==> src/rtl/adder_eval_pkg.sv <==
// Shared types and widths for the approximate-adder error sweep controller.
package adder_eval_pkg;

  localparam int unsigned N_IN_W  = 4;
  localparam int unsigned N_OUT_W = 3;
  localparam int unsigned ERR_W   = 3;
  localparam int unsigned CNT_W   = 5;

  typedef enum logic [1:0] {
    ST_IDLE   = 2'd0,
    ST_DRIVE  = 2'd1,
    ST_SAMPLE = 2'd2,
    ST_DONE   = 2'd3
  } state_t;

endpackage

==> src/rtl/exact_ref_adder.sv <==
// Exact reference: sum of the low and high halves of the input vector.
module exact_ref_adder #(
  parameter int unsigned N_IN  = 4,
  parameter int unsigned N_OUT = 3
) (
  input  logic [N_IN-1:0]  i_vec,
  output logic [N_OUT-1:0] o_sum
);

  localparam int unsigned HALF = N_IN / 2;

  assign o_sum = N_OUT'(i_vec[HALF-1:0]) + N_OUT'(i_vec[N_IN-1:HALF]);

endmodule

==> src/rtl/sop_err_sweep_ctrl.sv <==
// Sweeps every input vector through an approximate adder and tracks the
// error against the exact sum: threshold-exceed count, max error and worst vector.
module sop_err_sweep_ctrl
  import adder_eval_pkg::*;
#(
  parameter int unsigned N_IN   = N_IN_W,
  parameter int unsigned N_OUT  = N_OUT_W,
  parameter int unsigned SETTLE = 1
) (
  input  logic             clk,
  input  logic             rst,
  input  logic             start,
  input  logic [ERR_W-1:0] et,
  output logic [N_IN-1:0]  vec_o,
  input  logic [N_OUT-1:0] dut_res_i,
  output logic             busy,
  output logic             done,
  output logic             pass,
  output logic [ERR_W-1:0] max_err,
  output logic [CNT_W-1:0] err_count,
  output logic [N_IN-1:0]  worst_vec
);

  localparam int unsigned SET_W  = 4;
  localparam int unsigned DIFF_W = N_OUT + 1;
  localparam logic [N_IN-1:0]  LAST_VEC = '1;
  localparam logic [CNT_W-1:0] CNT_MAX  = CNT_W'(16);
  localparam logic [SET_W-1:0] SET_LAST = SET_W'(SETTLE - 1);

  state_t             r_state;
  state_t             w_state_nxt;
  logic [N_IN-1:0]    r_vec;
  logic [SET_W-1:0]   r_settle;
  logic [ERR_W-1:0]   r_et;
  logic [ERR_W-1:0]   r_max;
  logic [CNT_W-1:0]   r_cnt;
  logic [N_IN-1:0]    r_worst;
  logic               r_busy;
  logic               r_done;
  logic               r_pass;

  logic [N_OUT-1:0]         w_exact;
  logic signed [DIFF_W-1:0] w_diff;
  logic signed [DIFF_W-1:0] w_abs;
  logic [ERR_W-1:0]         w_err;
  logic [CNT_W-1:0]         w_cnt_nxt;

  exact_ref_adder #(
    .N_IN  (N_IN),
    .N_OUT (N_OUT)
  ) u_exact (
    .i_vec (r_vec),
    .o_sum (w_exact)
  );

  // Absolute error, widened by one sign bit then truncated to the error width.
  always_comb begin
    w_diff    = $signed({1'b0, w_exact}) - $signed({1'b0, dut_res_i});
    w_abs     = w_diff[DIFF_W-1] ? -w_diff : w_diff;
    w_err     = ERR_W'(w_abs);
    w_cnt_nxt = r_cnt;
    if ((w_err > r_et) && (r_cnt != CNT_MAX)) begin
      w_cnt_nxt = r_cnt + CNT_W'(1);
    end
  end

  always_comb begin
    w_state_nxt = r_state;
    case (r_state)
      ST_IDLE:   if (start) w_state_nxt = ST_DRIVE;
      ST_DRIVE:  if (r_settle == SET_LAST) w_state_nxt = ST_SAMPLE;
      ST_SAMPLE: w_state_nxt = (r_vec == LAST_VEC) ? ST_DONE : ST_DRIVE;
      ST_DONE:   w_state_nxt = ST_IDLE;
      default:   w_state_nxt = ST_IDLE;
    endcase
  end

  always_ff @(posedge clk) begin
    if (rst) begin
      r_state <= ST_IDLE;
    end else begin
      r_state <= w_state_nxt;
    end
  end

  // Datapath and registered outputs, keyed off the current state.
  always_ff @(posedge clk) begin
    if (rst) begin
      r_vec    <= '0;
      r_settle <= '0;
      r_et     <= '0;
      r_max    <= '0;
      r_cnt    <= '0;
      r_worst  <= '0;
      r_busy   <= 1'b0;
      r_done   <= 1'b0;
      r_pass   <= 1'b0;
    end else begin
      r_done <= 1'b0;
      case (r_state)
        ST_IDLE: begin
          if (start) begin
            r_busy   <= 1'b1;
            r_et     <= et;
            r_vec    <= '0;
            r_settle <= '0;
            r_max    <= '0;
            r_cnt    <= '0;
            r_worst  <= '0;
            r_pass   <= 1'b0;
          end
        end
        ST_DRIVE: r_settle <= r_settle + SET_W'(1);
        ST_SAMPLE: begin
          r_cnt <= w_cnt_nxt;
          if (w_err > r_max) begin
            r_max   <= w_err;
            r_worst <= r_vec;
          end
          if (r_vec == LAST_VEC) begin
            r_done <= 1'b1;
            r_pass <= (w_cnt_nxt == '0);
          end else begin
            r_vec    <= r_vec + N_IN'(1);
            r_settle <= '0;
          end
        end
        ST_DONE: begin
          r_busy <= 1'b0;
          r_vec  <= '0;
        end
        default: ;
      endcase
    end
  end

  assign vec_o     = r_vec;
  assign busy      = r_busy;
  assign done      = r_done;
  assign pass      = r_pass;
  assign max_err   = r_max;
  assign err_count = r_cnt;
  assign worst_vec = r_worst;

endmodule

==> config.mk <==
export PLATFORM = sky130hd
export DESIGN_NAME = sop_err_sweep_ctrl
export DESIGN_NICKNAME = d
export VERILOG_FILES = /design/src/rtl/adder_eval_pkg.sv /design/src/rtl/exact_ref_adder.sv /design/src/rtl/sop_err_sweep_ctrl.sv
export SDC_FILE = /design/constraint.sdc
export NUM_CORES = 1
export LEC_CHECK = 0
export CAP_MARGIN = 5
export CORE_MARGIN = 8
export CORE_UTILIZATION = 40
export CTS_CLUSTER_DIAMETER = 120
export CTS_CLUSTER_SIZE = 10
export DETAILED_ROUTE_END_ITERATION = 12
export GPL_ROUTABILITY_DRIVEN = 0
export GPL_TIMING_DRIVEN = 0
export MAX_ROUTING_LAYER = met4
export PLACE_DENSITY = 0.69
export SETUP_SLACK_MARGIN = 0.1
export SYNTH_ARGS = -nofsm -noshare
export SYNTH_HDL_FRONTEND = slang
export SYNTH_SLANG_ARGS = --single-unit
==> constraint.sdc <==
create_clock -name clk -period 6.1 [get_ports clk]
set_input_delay 0.61 -clock clk [delete_from_list [all_inputs] [get_ports clk]]
set_output_delay 0.61 -clock clk [all_outputs]
set_load 0.01 [all_outputs]
==> results.yml, run 1 <==
worst_setup_path:
  crit_path_start_kind: "primary input"
  critical_path_arrival_ns: 4.25
  timing.critical_path.required_ns: 6.30
  timing_worst_setup_path_type: "primary input to flip-flop"
  crit_path_capture_type: "flip-flop"
  worstPathMaxFanout: 9
clock_network:
  clk_pin_slew_worst_paths_ns: 0.09
  htreeDepth: 1
  clock-sinks: 28
  cts-root-buf: "clkbuf_8"
  clockBufferDepth: 2
  cts_repair_resize_count: 0
  numCtsBuffers: 3
  cts_tree: "yes"
  post-cts-setup-buffers: 0
  clock_latency_ns: 0.28
  postCtsHoldBufs: 0
layout:
  finish.net_count: 259
  ratio_of_cells_with_drive_above_1_in_the_final_layout_pct: 7.83
  area_growth_syn_to_layout_pct: 21.3
  insertedDiodeCount: 0
  nFillCells: 427
  layout.cells.non_filler: 282
power:
  pwr_density_cell_mw_per_mm2: 220
  p_leak_nw: 0.811
  vdd_ir_drop_max_mv: 0.141
  design_power_total_w: 0.000460
synthesis:
  post_synth_main_area_contributors: "dfxtp_1 (33%), ha_1 (12%), a21oi_1 (5.5%)"
  synthDominantCellAreaShare_pct: 32.5
  synth.yosys.seq_area_share_pct: 32.5
  synth-async-reset-ratio_pct: 0
  ranking_of_synthesized_cells_by_instance_count: "dfxtp_1 (28), inv_1 (20), a21oi_1 (19), ha_1 (16), nor2_1 (16)"
  synth_enable_flop_cells: 0
  yosysTopAreaCell: "dfxtp_1"
  postSynthRegisterBits: 28
  netlist_instances: 201
  synth_most_common_cell: "dfxtp_1"
  avgSynthCellArea_um2: 8.57
  synth.net_count: 228
  synth_cell_type_count: 47
  synth_top_flop_cell: "dfxtp_1"
  yosys_warnings: 0
  post_synth_instance_area_mm2: 0.00172
global_route:
  antenna_found_initial: 0
  grt_max_degree: 15
  grt_first_pass_wirelength_mm: 6.11
  gr-total-overflow: 0
  globalRouteTotalUtil_pct: 11.9
  via_count_of_the_first_global_routing_pass: 1378
route:
  drc_violations_left: 0
  number_of_drc_violations_after_detailed_routing_iteration_0: 108
  met1_length_mm: 1.67
  detail-route-antenna-nets: 0
  highest-signal-layer: "met4"
  detail_route.first_pass.iterations: 4
  routedWlPerCell_um: 13.0
  vias_per_std_cell: 5.21
  routed-via-count: 1468
  wirelength_mm: 3.66
  detailroute.wirelength.met2_mm: 1.80
  routed_met3_length_um: 156
sta:
  final_worst_path_cycle_share_pct: 66.4
  timing.fmax_ghz: 0.247
  slew_viol_final: 0
  relSlewSlack_pct: 66.2
  fin_setup_tns_ns: 0
  setup_violations: 0
  hold_violations: 0
  min_period_ns: 4.05
  worst_pin_slew_ns: 0.507
  unrepaired_setup_endpoints_after_global_routing: "false"
  skew_ns: 0.00507
die:
  die_w_um: 81.6
  die_area_mm2: 0.00666
  placementRows: 24
  fp.dieH_um: 81.6
  floorplan.initialDensity_pct: 40.4
  total_core_area_mm2: 0.00426
  boundaryPins: 28
placed_design:
  hpwl_mm: 2.80
  placed_cells_incl_taps: 279
  buffer_ports.inserted: 26
outcome:
  run_status: "completed"
run:
  max-cap-violations: 0
worst_hold_path:
  hold_path_class: "flip-flop to flip-flop"
path summary, 6_finish.rpt:
| path | endpoint | slack (ns) | cells after the start | start |
|---|---|---|---|---|
| worst min register to register | worst_vec[3]$_SDFFE_PP0P_ | 0.48 | 2 | worst_vec[3]$_SDFFE_PP0P_ |
| worst max-delay path | pass$_SDFFE_PP0P_ | 2.05 | 14 | dut_res_i[1] |
| worst min-delay path | worst_vec[3]$_SDFFE_PP0P_ | 0.48 | 2 | worst_vec[3]$_SDFFE_PP0P_ |
| worst max register to register | pass$_SDFFE_PP0P_ | 2.23 | 14 | vec_o[1]$_SDFFE_PP0P_ |
flip-flops by register name, summed over array words and instances (netlist names):
name and flops:
err_count 5, r_et 3, r_state 2, vec_o 4, done 1, busy 1
worst_vec 4, r_settle 4, max_err 3, pass 1
layout make-up:
class / count / area [µm²] / share of cell area, %
tap: 52 / 65.1 / 3.11
timing repair buffer: 26 / 260 / 12.5
multi-input combinational: 145 / 1020 / 48.8
inverter: 20 / 75.1 / 3.59
clock buffer: 3 / 41.3 / 1.98
buffer: 8 / 67.6 / 3.23
sequential: 28 / 561 / 26.8
routing by layer:
layer,vias up,global-route usage (%)
li1,758,-
met1,679,13.8
met2,25,20.0
met3,6,3.28
met4,0,2.81
met5,-,-
cell usage in the layout (no fill, tap or decap), types with 2 or more instances in the layout:
cell and instances:
nor2_1 16, o21ai_0 4, ha_1 16, clkbuf_1 2
nor4_1 2, mux2i_1 5, a41oi_1 2, nor2b_1 4
inv_1 20, nand3_1 10, fa_1 2, a31oi_1 2
xnor2_1 6, nand2b_1 3, xor2_1 2, nand4b_1 2
buf_6 4, clkbuf_8 3, nand4_1 4, and3_1 2
nor3_1 3, a21oi_1 19, a211oi_1 3, o21a_1 2
clkdlybuf4s50_1 26, nand2_1 15, dfxtp_1 28, buf_4 2
worst max-delay path: stages:
cell and delay, ns:
clkdlybuf4s50_1 0.41, fa_1 0.50, inv_1 0.07, fa_1 0.55, inv_1 0.05, ha_1 0.18, a211oi_1 0.21, xnor2_1 0.22
ha_1 0.33, and3_1 0.20, a21oi_4 0.22, a41oi_1 0.18, or2_1 0.27, o31ai_2 0.23
report_power, final:
| part | total [W] | switching (W) | internal [W] |
|---|---|---|---|
| sequential | 0.000195 | 0.00000624 | 0.000189 |
| combinational | 0.000163 | 0.0000844 | 0.0000790 |
| clock | 0.000101 | 0.0000569 | 0.0000444 |
stage by stage:
stage / utilization, % / setup slack [ns] / instance area, µm² / hold slack [ns]
final: 49.0 / 2.05 / 2090 / 0.482
after global routing: 49.0 / 1.90 / 2090 / 0.518
after CTS: 49.0 / 2.05 / 2090 / 0.490
after detailed placement: 48.0 / 1.74 / 2050 / 0.476
after global placement: 48.0 / 1.78 / 2050 / 0.463
after floorplan: - / 2.44 / 1720 / 0.463
cell families (layout without fill, tap and decap cells):
logic type | Yosys count | count (layout) | share of synthesized area, %
XOR/XNOR | 8 | 8 | 4.07
flip-flops | 28 | 28 | 32.5
buffers and inverters | 28 | 57 | 8.28
multiplexers | 6 | 6 | 3.56
AO/OA/AOI/OAI | 43 | 43 | 16.3
adder cells (fa/ha/maj) | 18 | 18 | 13.9
AND/OR/NAND/NOR | 70 | 70 | 21.3
(Power assumes the default switching activity.)
==> run 2, diff against run 1 <==
- clock period: 6.1 -> 3.8 ns (I/O delays scaled with it)
==> results.yml, run 2 (synthesis results as in run 1) <==
sta:
  worst_pin_slew_ns: 0.508
  skew_ns: 0.00601
  relSlewSlack_pct: 66.2
  hold_violations: 0
  unrepaired_setup_endpoints_after_global_routing: "true"
  setup_violations: 0
  slew_viol_final: 0
  fin_setup_tns_ns: 0
  min_period_ns: 3.65
  final_worst_path_cycle_share_pct: 96.1
  timing.fmax_ghz: 0.274
  hold_ws_ns: 0.338
clock_network:
  htreeDepth: 1
  clock-sinks: 28
  postCtsHoldBufs: 0
  clockBufferDepth: 2
  numCtsBuffers: 3
  cts_tree: "yes"
  clk_pin_slew_worst_paths_ns: 0.09
  clock_latency_ns: 0.28
  cts-root-buf: "clkbuf_8"
route:
  number_of_drc_violations_after_detailed_routing_iteration_0: 113
  drc_violations_left: 0
  wirelength_mm: 3.81
  routedWlPerCell_um: 13.4
  vias_per_std_cell: 5.13
  routed-via-count: 1462
  detail_route.first_pass.iterations: 4
  detail-route-antenna-nets: 0
die:
  boundaryPins: 28
  floorplan.initialDensity_pct: 40.4
  total_core_area_mm2: 0.00426
  die_w_um: 81.6
  die_area_mm2: 0.00666
  fp.dieH_um: 81.6
  placementRows: 24
global_route:
  antenna_found_initial: 0
  globalRouteTotalUtil_pct: 12.0
  via_count_of_the_first_global_routing_pass: 1394
  gr-total-overflow: 0
  grt_max_degree: 15
  grt_first_pass_wirelength_mm: 6.15
run:
  max-cap-violations: 0
worst_hold_path:
  hold_path_class: "primary input to flip-flop"
layout:
  mostFrequentLayoutCells: "dfxtp_1 (26), clkdlybuf4s50_1 (26), inv_1 (20)"
  largest_register_ff_count: 5
  ratio_of_cells_with_drive_above_1_in_the_final_layout_pct: 14.2
  insertedDiodeCount: 0
  nFillCells: 414
  area_taken_by_multi_input_logic_gates_mm2: 0.00109
  finish.net_count: 262
  sequential_cell_area_um2: 566
  area_growth_syn_to_layout_pct: 26.7
outcome:
  run_status: "completed"
power:
  pwr_density_cell_mw_per_mm2: 361
  p_leak_nw: 0.842
  vdd_ir_drop_max_mv: 0.232
  seq_power_share_pct: 39.7
  share_clk_of_total_power_pct: 20.5
  total_switching_power_w: 0.000252
  combinationalPowerShare_pct: 39.8
  swShare_pct: 31.9
  cellInternalPower_w: 0.000537
worst_setup_path:
  cpMaxStageDelayCell: "fa_1"
  worstPathMaxFanout: 7
  crit_path_start_kind: "primary input"
  timing.critical_path.required_ns: 4.00
  crit_path_capture_type: "flip-flop"
  critPathMaxStageDelay_ns: 0.55
  path_cells: "clkdlybuf4s50_1 > fa_1 > inv_1 > fa_1 > inv_1 > ha_1 > a211oi_2 > xnor2_2 > ha_4 > a21oi_2 > a21oi_4 > and2_4 > buf_6 > o311a_1 > o31ai_2"
  critical_path_arrival_ns: 3.85
  timing_worst_setup_path_type: "primary input to flip-flop"
placed_design:
  hpwl_mm: 2.80
  buffer_ports.inserted: 26
[run 2: cell count changes in the layout (fill, tap and decap cells not counted), sizes merged]
cell  delta
buf      +3
[run 2: critical path: cells and delay by family]
kind                       cells  cell delay (ns)
adders and majority gates      4             1.49
AOI/OAI and AO/OA              5             1.02
buffers and inverters          4             0.64
xor gates and xnor gates       1             0.17
and+or+nand+nor                1             0.15
[run 2: per-layer routing]
layer  track usage, %  routed length (µm)
met2             20.1                1900
met3             3.28                 140
met5                -                   0
met4             2.81                  39
met1             13.8                1720
[run 2: what timing repair did]
action                     CTS  global route
buffers inserted             2             1
gates resized for setup      3            11
pin swaps                    2             6
setup endpoints to repair    5            10
[run 2: power by group through the flow]
| stage | clock [W] | combinational (W) | sequential, W |
|---|---|---|---|
| floorplan | 0 | 0.000205 | 0.000320 |
| global placement | 0 | 0.000259 | 0.000320 |
| detailed placement | 0 | 0.000262 | 0.000320 |
| CTS | 0.000168 | 0.000281 | 0.000314 |
| global route | 0.000178 | 0.000342 | 0.000314 |
| finish | 0.000162 | 0.000314 | 0.000313 |
[run 2: metrics by stage]
stage | cell area, µm² | instances | total power, W | setup slack [ns] | util, %
4_1_cts | 2110 | 284 | 0.000762 | 0.111 | 49.5
3_5_place_dp | 2050 | 279 | 0.000582 | -0.329 | 48.0
3_3_place_gp | 2050 | 279 | 0.000578 | -0.291 | 48.0
5_1_grt | 2180 | 285 | 0.000834 | 0.0353 | 51.2
6_report | 2180 | 285 | 0.000788 | 0.148 | 51.2
2_1_floorplan | 1720 | 201 | 0.000525 | 0.187 | -
[run 2: worst paths after layout]
path | start | to | slack [ns] | cells after the start
worst min-delay path | rst | r_settle[3]$_SDFFE_PP0P_ | 0.34 | 2
worst min register to register | vec_o[3]$_SDFFE_PP0P_ | worst_vec[3]$_SDFFE_PP0P_ | 0.48 | 2
worst max-delay path | dut_res_i[1] | pass$_SDFFE_PP0P_ | 0.15 | 15
worst max register to register | vec_o[1]$_SDFFE_PP0P_ | pass$_SDFFE_PP0P_ | 0.17 | 15
[run 2: area by class of cell]
type,count,share of cell area [%]
Multi-Input combinational cell,145,49.7
Sequential cell,28,25.9
Timing Repair Buffer,29,13.0
Inverter,20,3.44
Buffer,8,3.09
Tap cell,52,2.98
Clock buffer,3,1.89
==> run 3, diff against run 2 <==
- CTS_CLUSTER_SIZE: 10 -> 25
==> results of run 3 <==
Same layout as run 2: the final DEF is identical, and so are final timing and power.
